**src/rtl/rnd_pack_buffer.sv**
```systemverilog
// Packs N_WORDS consecutive PRNG words into one wide randomness vector for the
// masked-gadget datapath; out_rnd and out_valid come straight from flops.
module rnd_pack_buffer #(
    parameter int IN_W    = 32,
    parameter int N_WORDS = 4,
    parameter int OUT_W   = IN_W * N_WORDS
) (
    input  logic             clk,
    input  logic             rst,
    input  logic [IN_W-1:0]  in_data,
    input  logic             in_valid,
    output logic             in_ready,
    output logic [OUT_W-1:0] out_rnd,
    output logic             out_valid,
    input  logic             out_ready
);

    localparam int CNT_W = (N_WORDS > 1) ? $clog2(N_WORDS) : 1;
    localparam logic [CNT_W-1:0] LAST     = CNT_W'(N_WORDS - 1);
    localparam logic [CNT_W-1:0] CNT_NEXT = CNT_W'((N_WORDS > 1) ? 1 : 0);

    typedef enum logic {
        FILL = 1'b0,
        FULL = 1'b1
    } state_t;

    generate
        if (OUT_W != IN_W * N_WORDS) begin : g_bad_out_w
            $error("rnd_pack_buffer: OUT_W must equal IN_W*N_WORDS");
        end
        if (N_WORDS < 1) begin : g_bad_n_words
            $error("rnd_pack_buffer: N_WORDS must be at least 1");
        end
    endgenerate

    state_t           state, state_nxt;
    logic [CNT_W-1:0] cnt, cnt_nxt;
    logic [OUT_W-1:0] pack_reg;
    logic             in_fire, out_fire;

    assign in_fire  = in_valid & in_ready;
    assign out_fire = out_valid & out_ready;

    always_ff @(posedge clk) begin
        if (rst) begin
            state    <= FILL;
            cnt      <= '0;
            pack_reg <= '0;
        end else begin
            state <= state_nxt;
            cnt   <= cnt_nxt;
            // In FULL a word can only arrive together with out_fire, and cnt is 0 there.
            if (in_fire) begin
                pack_reg[int'(cnt) * IN_W +: IN_W] <= in_data;
            end
        end
    end

    always_comb begin
        state_nxt = state;
        cnt_nxt   = cnt;
        case (state)
            FILL: begin
                if (in_fire) begin
                    if (cnt == LAST) begin
                        cnt_nxt   = '0;
                        state_nxt = FULL;
                    end else begin
                        cnt_nxt = cnt + CNT_W'(1);
                    end
                end
            end
            FULL: begin
                if (out_fire) begin
                    if (in_fire) begin
                        // Single-word vectors stay FULL so a vector can leave every cycle.
                        cnt_nxt   = CNT_NEXT;
                        state_nxt = (N_WORDS == 1) ? FULL : FILL;
                    end else begin
                        state_nxt = FILL;
                    end
                end
            end
            default: begin
                state_nxt = FILL;
                cnt_nxt   = '0;
            end
        endcase
    end

    always_comb begin
        out_valid = (state == FULL);
        in_ready  = (state == FILL) | out_ready;
    end

    assign out_rnd = pack_reg;

endmodule

```
**config.mk**
```make
export PLATFORM = sky130hd
export DESIGN_NAME = rnd_pack_buffer
export DESIGN_NICKNAME = d
export VERILOG_FILES = /design/src/rtl/rnd_pack_buffer.sv
export SDC_FILE = /design/constraint.sdc
export NUM_CORES = 1
export LEC_CHECK = 0
export ABC_AREA = 1
export CAP_MARGIN = 10
export CORE_MARGIN = 2
export CORE_UTILIZATION = 44
export DETAILED_ROUTE_END_ITERATION = 8
export PLACE_DENSITY_LB_ADDON = 0.2
export SLEW_MARGIN = 20
export SYNTH_ARGS = -nofsm -noshare
export SYNTH_HDL_FRONTEND = slang
export SYNTH_SLANG_ARGS = --single-unit
```
**constraint.sdc**
```tcl
create_clock -name clk -period 2.05 [get_ports clk]
set_input_delay 0.5125 -clock clk [delete_from_list [all_inputs] [get_ports clk]]
set_output_delay 0.5125 -clock clk [all_outputs]
set_load 0.01 [all_outputs]
```
After elaboration in Yosys (flattened, before gate mapping)
Index checks and enable logic that the tools add are counted.
{ "totals": {"input_bits": 36, "register_bits": 131, "out_inout_bits": 130} }
{ "op_classes": {"shifts": 2, "muxes": 10, "reduce_logical": 1, "add_sub_neg": 2, "eq_ne": 4, "bitwise_logic": 4} }
{ "ops": {"columns": ["operator", "n"], "rows": [
  ["$bwmux 128", 1],
  ["$shift 32x33->128 const A", 1],
  ["$shiftx 32x33->128", 1],
  ["$neg 7->33", 1],
  ["$mux 2", 4],
  ["$ne 2x1->1 const B", 2],
  ["$pmux 2 s2", 1],
  ["$mux 1", 3],
  ["$reduce_and 3->1", 1],
  ["$add 2x1->2 const B", 1],
  ["$and 1x1->1", 2],
  ["$eq 2x2->1 const B", 1],
  ["$ne 2x2->1 const B", 1],
  ["$pmux 1 s2", 1],
  ["$not 1->1", 1],
  ["$or 1x1->1", 1]
]} }

Logic depth before layout (Yosys ltp)
{ "logic_depth": {"word_depth": 6, "mapped_depth": 10, "depth_no_buf": 8} }

Worst setup path after synthesis
Ideal clock, no wire load.
{ "synth_path": {"path_kind": "register -> register", "start": "reg cnt[0]", "end": "reg pack_reg[114] (netlist: out_rnd[114])", "setup_time_ns": 0.064, "synth_period_minus_slack_ns": 1.775, "path_slack_ns": 0.275, "t_required_ns": 1.986, "stages_incl_launch_ff": 11, "t_arrival_ns": 1.711, "path_buffers": 3, "path_cell_list": "dfxtp_1 buf_4 inv_2 ha_1 inv_4 nand2_1 buf_4 buf_4 nor2_1 nor2_1 nor2_1"} }
{ "synth_via": {"elab_chain_len": 3, "elab_cells_between_ends": 4} }
{ "synth_rtl": {"columns": ["element", "line_no", "rtl"], "rows": [
  ["from (decl)", "37", "logic [CNT_W-1:0] cnt, cnt_nxt;"],
  ["from (signal assigned)", "51", "cnt <= cnt_nxt;"],
  ["$neg 7->33 *", "54", "pack_reg[int'(cnt) * IN_W +: IN_W] <= in_data;"],
  ["$shiftx 32x33->128 / $shift 32x33->128 (equally long branches)", "54", null],
  ["$bwmux 128 *", "54", null],
  ["to (signal, indexed assignment)", "54", null],
  ["to (decl)", "38", "logic [OUT_W-1:0] pack_reg;"]
]} }
Every way passes the cells marked *; elsewhere a longest branch is shown, timed or not.
A chain may end at the register's enable or synchronous reset.

Final worst setup path
{ "layout_path": {"start": "reg state (netlist: out_valid)", "end": "out out_valid"} }
{ "layout_lines": {"columns": ["element", "line_no", "rtl"], "rows": [
  ["from (decl)", "36", "state_t state, state_nxt;"],
  ["from (signal assigned)", "50", "state <= state_nxt;"],
  ["to (decl)", "14", "output logic out_valid,"]
]} }
No word-level cell between the ends.

==> impl_metrics.csv <==
group,metric,value,unit
clock_tree,clock-sinks,131,
critical_path,cp.arrival,1.39,ns
yosys,synthArstFlopShare,0,
clock_tree,insertion_delay,0.42,ns
critical_path,end_kind,"primary output",
critical_path,r2r_start,"cnt[1]",
critical_path,start_kind,"register",
final_layout,multiInputGateArea,0.002725,sq mm
pwr,peakVddDrop,0.4961,mV
global_routing,grt_antenna_before_repair,0,
yosys,synth.distinct_cells,21,
final_layout,drive_gt1_frac,0.06323,
run,max_cap_violations,0,
yosys,netlist_area,0.006295,sq mm
yosys,seq_area_frac_synth,0.4166,
timing,min_period_over_period,0.9300,
floorplan,core,0.01393,sq mm
final_layout,seq_area,0.002623,sq mm
yosys,syn_avg_cell_area,6.053,sq um
final_layout,n_fill_cell,1349,
yosys,yosysWarningCount,0,
critical_path,slowest_stage,"clkdlybuf4s50_1",
final_layout,postLayoutCoreUtil,0.6281,
route,wl_per_cell,12.43,um
final_layout,diodes,0,
yosys,synthFlopType,"dfxtp_1",
yosys,synth_top_area_cell,"dfxtp_1",
critical_path,critPathMaxFanout,3,
clock_tree,tritoncts,"built",
critical_path,crit_family,"buffers and inverters",
global_routing,grt_pass1_vias,5377,
clock_tree,cts_root_buf,"clkbuf_16",
placement,hpwl,11920,um
floorplan,dieHeight,123.6,um
yosys,netlist.area_leader.share,0.4166,
critical_path,slowest_delay,0.58,ns
floorplan,die_area,0.01528,sq mm
final_layout,layout.nets,1231,
yosys,syn_nets,1081,
floorplan,top_level_ports,166,
timing,max_freq,524.5,MHz
timing,slew_headroom,0.7125,
critical_path,worstSetupStartpoint,"out_valid",
final_layout,synthToLayoutAreaGrowth,39.04,%
pwr,p_total,6895,uW
pwr,comb_power_share,0.176,
yosys,synth_cells,1040,
clock_tree,max-clock-path-buffers,2,
global_routing,grt_pass1_wl,27040,um
timing,finalClockSkew,0.006418,ns
timing,tightest_slew,0.4313,ns
timing,period_needed,1.907,ns
critical_path,reg2reg_depth,8,
critical_path,r2r-end,"out_rnd[91]",
pwr,p_sw_frac,0.2644,
route,num_vias,6126,
pwr,p_int,5072,uW
pwr,p_leak,0.004405,uW
route,viasPerCell,4.433,
placement,gp_congestion,0.8280,
clock_tree,postCtsHoldBufs,0,
timing,finalHoldViolations,0,
critical_path,reg2reg_slack,0.21,ns
critical_path,crit_type,"register to primary output",
critical_path,path_cells,"clkdlybuf4s50_1",
global_routing,grt_use_total,0.2318,
critical_path,required,1.54,ns
clock_tree,cts.clk_slew.worst_paths,0.05,ns
timing,final_max_slew_viol_count,0,
yosys,synth_common_cells,"302 x nand2_1, 281 x nor2_1, 186 x inv_1, 131 x dfxtp_1, 29 x a21oi_1",
floorplan,start_util,0.4517,
pwr,power-per-cell-area,787.8,mW/mm^2
pwr,p_clk_frac,0.423,
route,drc,0,
timing,holdWs,0.5061,ns
status,status,"finished clean",
yosys,synth_seq_cells,131,
final_layout,stdcell_area,0.008752,sq mm
clock_tree,htree_levels,4,
worst_hold_path,hp-class,"register to register",
pwr,pwr-share-seq,0.401,
placement,dpl-instance-area,0.008185,sq mm
yosys,post-synth-top-count-cell,"nand2_1",
global_routing,overflow,0,
route,dr.pass1.iters,5,
global_routing,grt_max_degree,61,
critical_path,crit_end,"out_valid",
placement,portBuffers,165,
floorplan,rows,43,
critical_path,worst-path-stages,1,
route,antenna_left,0,
critical_path,path_buf_inv,1,
floorplan,die_x,123.6,um
timing,grt_setup_unrepaired,"no",
clock_tree,cts_buffers,17,
pwr,switching_power,1823,uW
yosys,synthTopCellsByArea,"dfxtp_1 42%, nand2_1 18%, nor2_1 17%",
yosys,synth_edf_count,0,
route,first_iter_violations,437,
timing,finalSetupViolations,0,
route,routed_wl,17170,um
layer usage:
| metal | GRT usage | routed length, um | vias up |
|---|---|---|---|
| li1 | - | - | 3273 |
| met1 | 0.3265 | 8289 | 2647 |
| met5 | 0 | 0 | - |
| met2 | 0.3407 | 7210 | 185 |
| met4 | 0.08239 | 300 | 0 |
| met3 | 0.06227 | 1372 | 21 |
cell families (layout without fill, tap and decap cells):
| logic type | Yosys count | count (layout) | synth area share |
|---|---|---|---|
| AND/OR/NAND/NOR | 627 | 627 | 0.3920 |
| buffers and inverters | 242 | 404 | 0.1536 |
| flip-flops | 131 | 131 | 0.4166 |
| AO/OA/AOI/OAI | 35 | 35 | 0.02783 |
| adder cells (fa/ha/maj) | 5 | 5 | 0.009938 |
per-stage QoR:
stage                     instances  setup WS, ns  TNS [ns]
after floorplan                1040        0.2755         0
after global placement         1351       -0.1433   -0.1433
after detailed placement       1351       -0.1270   -0.1270
after CTS                      1382        0.1239         0
after global routing           1382       0.01437         0
final                          1382        0.1434         0
power groups by stage:
| stage | Clock, uW | Sequential, uW | Combinational [uW] |
|---|---|---|---|
| 5_1_grt | 3080 | 2780 | 1360 |
| 2_1_floorplan | 0 | 2880 | 603 |
| 4_1_cts | 2970 | 2770 | 1210 |
| 3_5_place_dp | 0 | 2820 | 1210 |
| 6_report | 2920 | 2770 | 1210 |
| 3_3_place_gp | 0 | 2820 | 1190 |
state kept, by name, summed over array words and instances (netlist names):
register   flops
cnt            2
out_rnd      128
out_valid      1
placed cells by master, fill, tap and decap left out:
master and count:
a21oi_1 29, buf_12 8, buf_4 12, bufinv_16 1, clkbuf_1 4, clkbuf_16 17
clkbuf_8 6, clkdlybuf4s50_1 164, clkinv_2 3, dfxtp_1 131, dlygate4sd2_1 1, ha_1 5
inv_1 185, inv_2 1, inv_4 2, nand2_1 302, nand2_2 1, nand2_4 1
nand3_1 12, nand3_2 4, nand4_1 6, nor2_1 281, nor2_2 18, nor2_4 1
nor2_8 1, o21ai_0 6
area by class of cell:
cell class	instances	share of cell area
clock buffers	27	0.05976
clock inverters	4	0.005147
inverters	188	0.08120
well taps	180	0.02573
multi-input cells	667	0.3114
flip-flops and latches	131	0.2996
repair buffers	185	0.2172
worst min-delay path by stage:
stage	from	end	slack, ns	cells after the start
6_report	cnt[1]	cnt[1]	0.51	2
5_1_grt	cnt[1]	cnt[1]	0.53	2
4_1_cts	cnt[1]	cnt[1]	0.51	2
3_5_place_dp	out_rnd[106]	out_rnd[106]	0.50	4
3_3_place_gp	out_rnd[21]	out_rnd[21]	0.50	4
2_1_floorplan	cnt[1]	cnt[1]	0.47	2
timing repair:
| item | CTS | global route |
|---|---|---|
| setup buffers | 0 | 0 |
| endpoints found under the setup margin | 1 | 0 |
| resized for setup | 1 | 0 |
(Power assumes the default switching activity.)
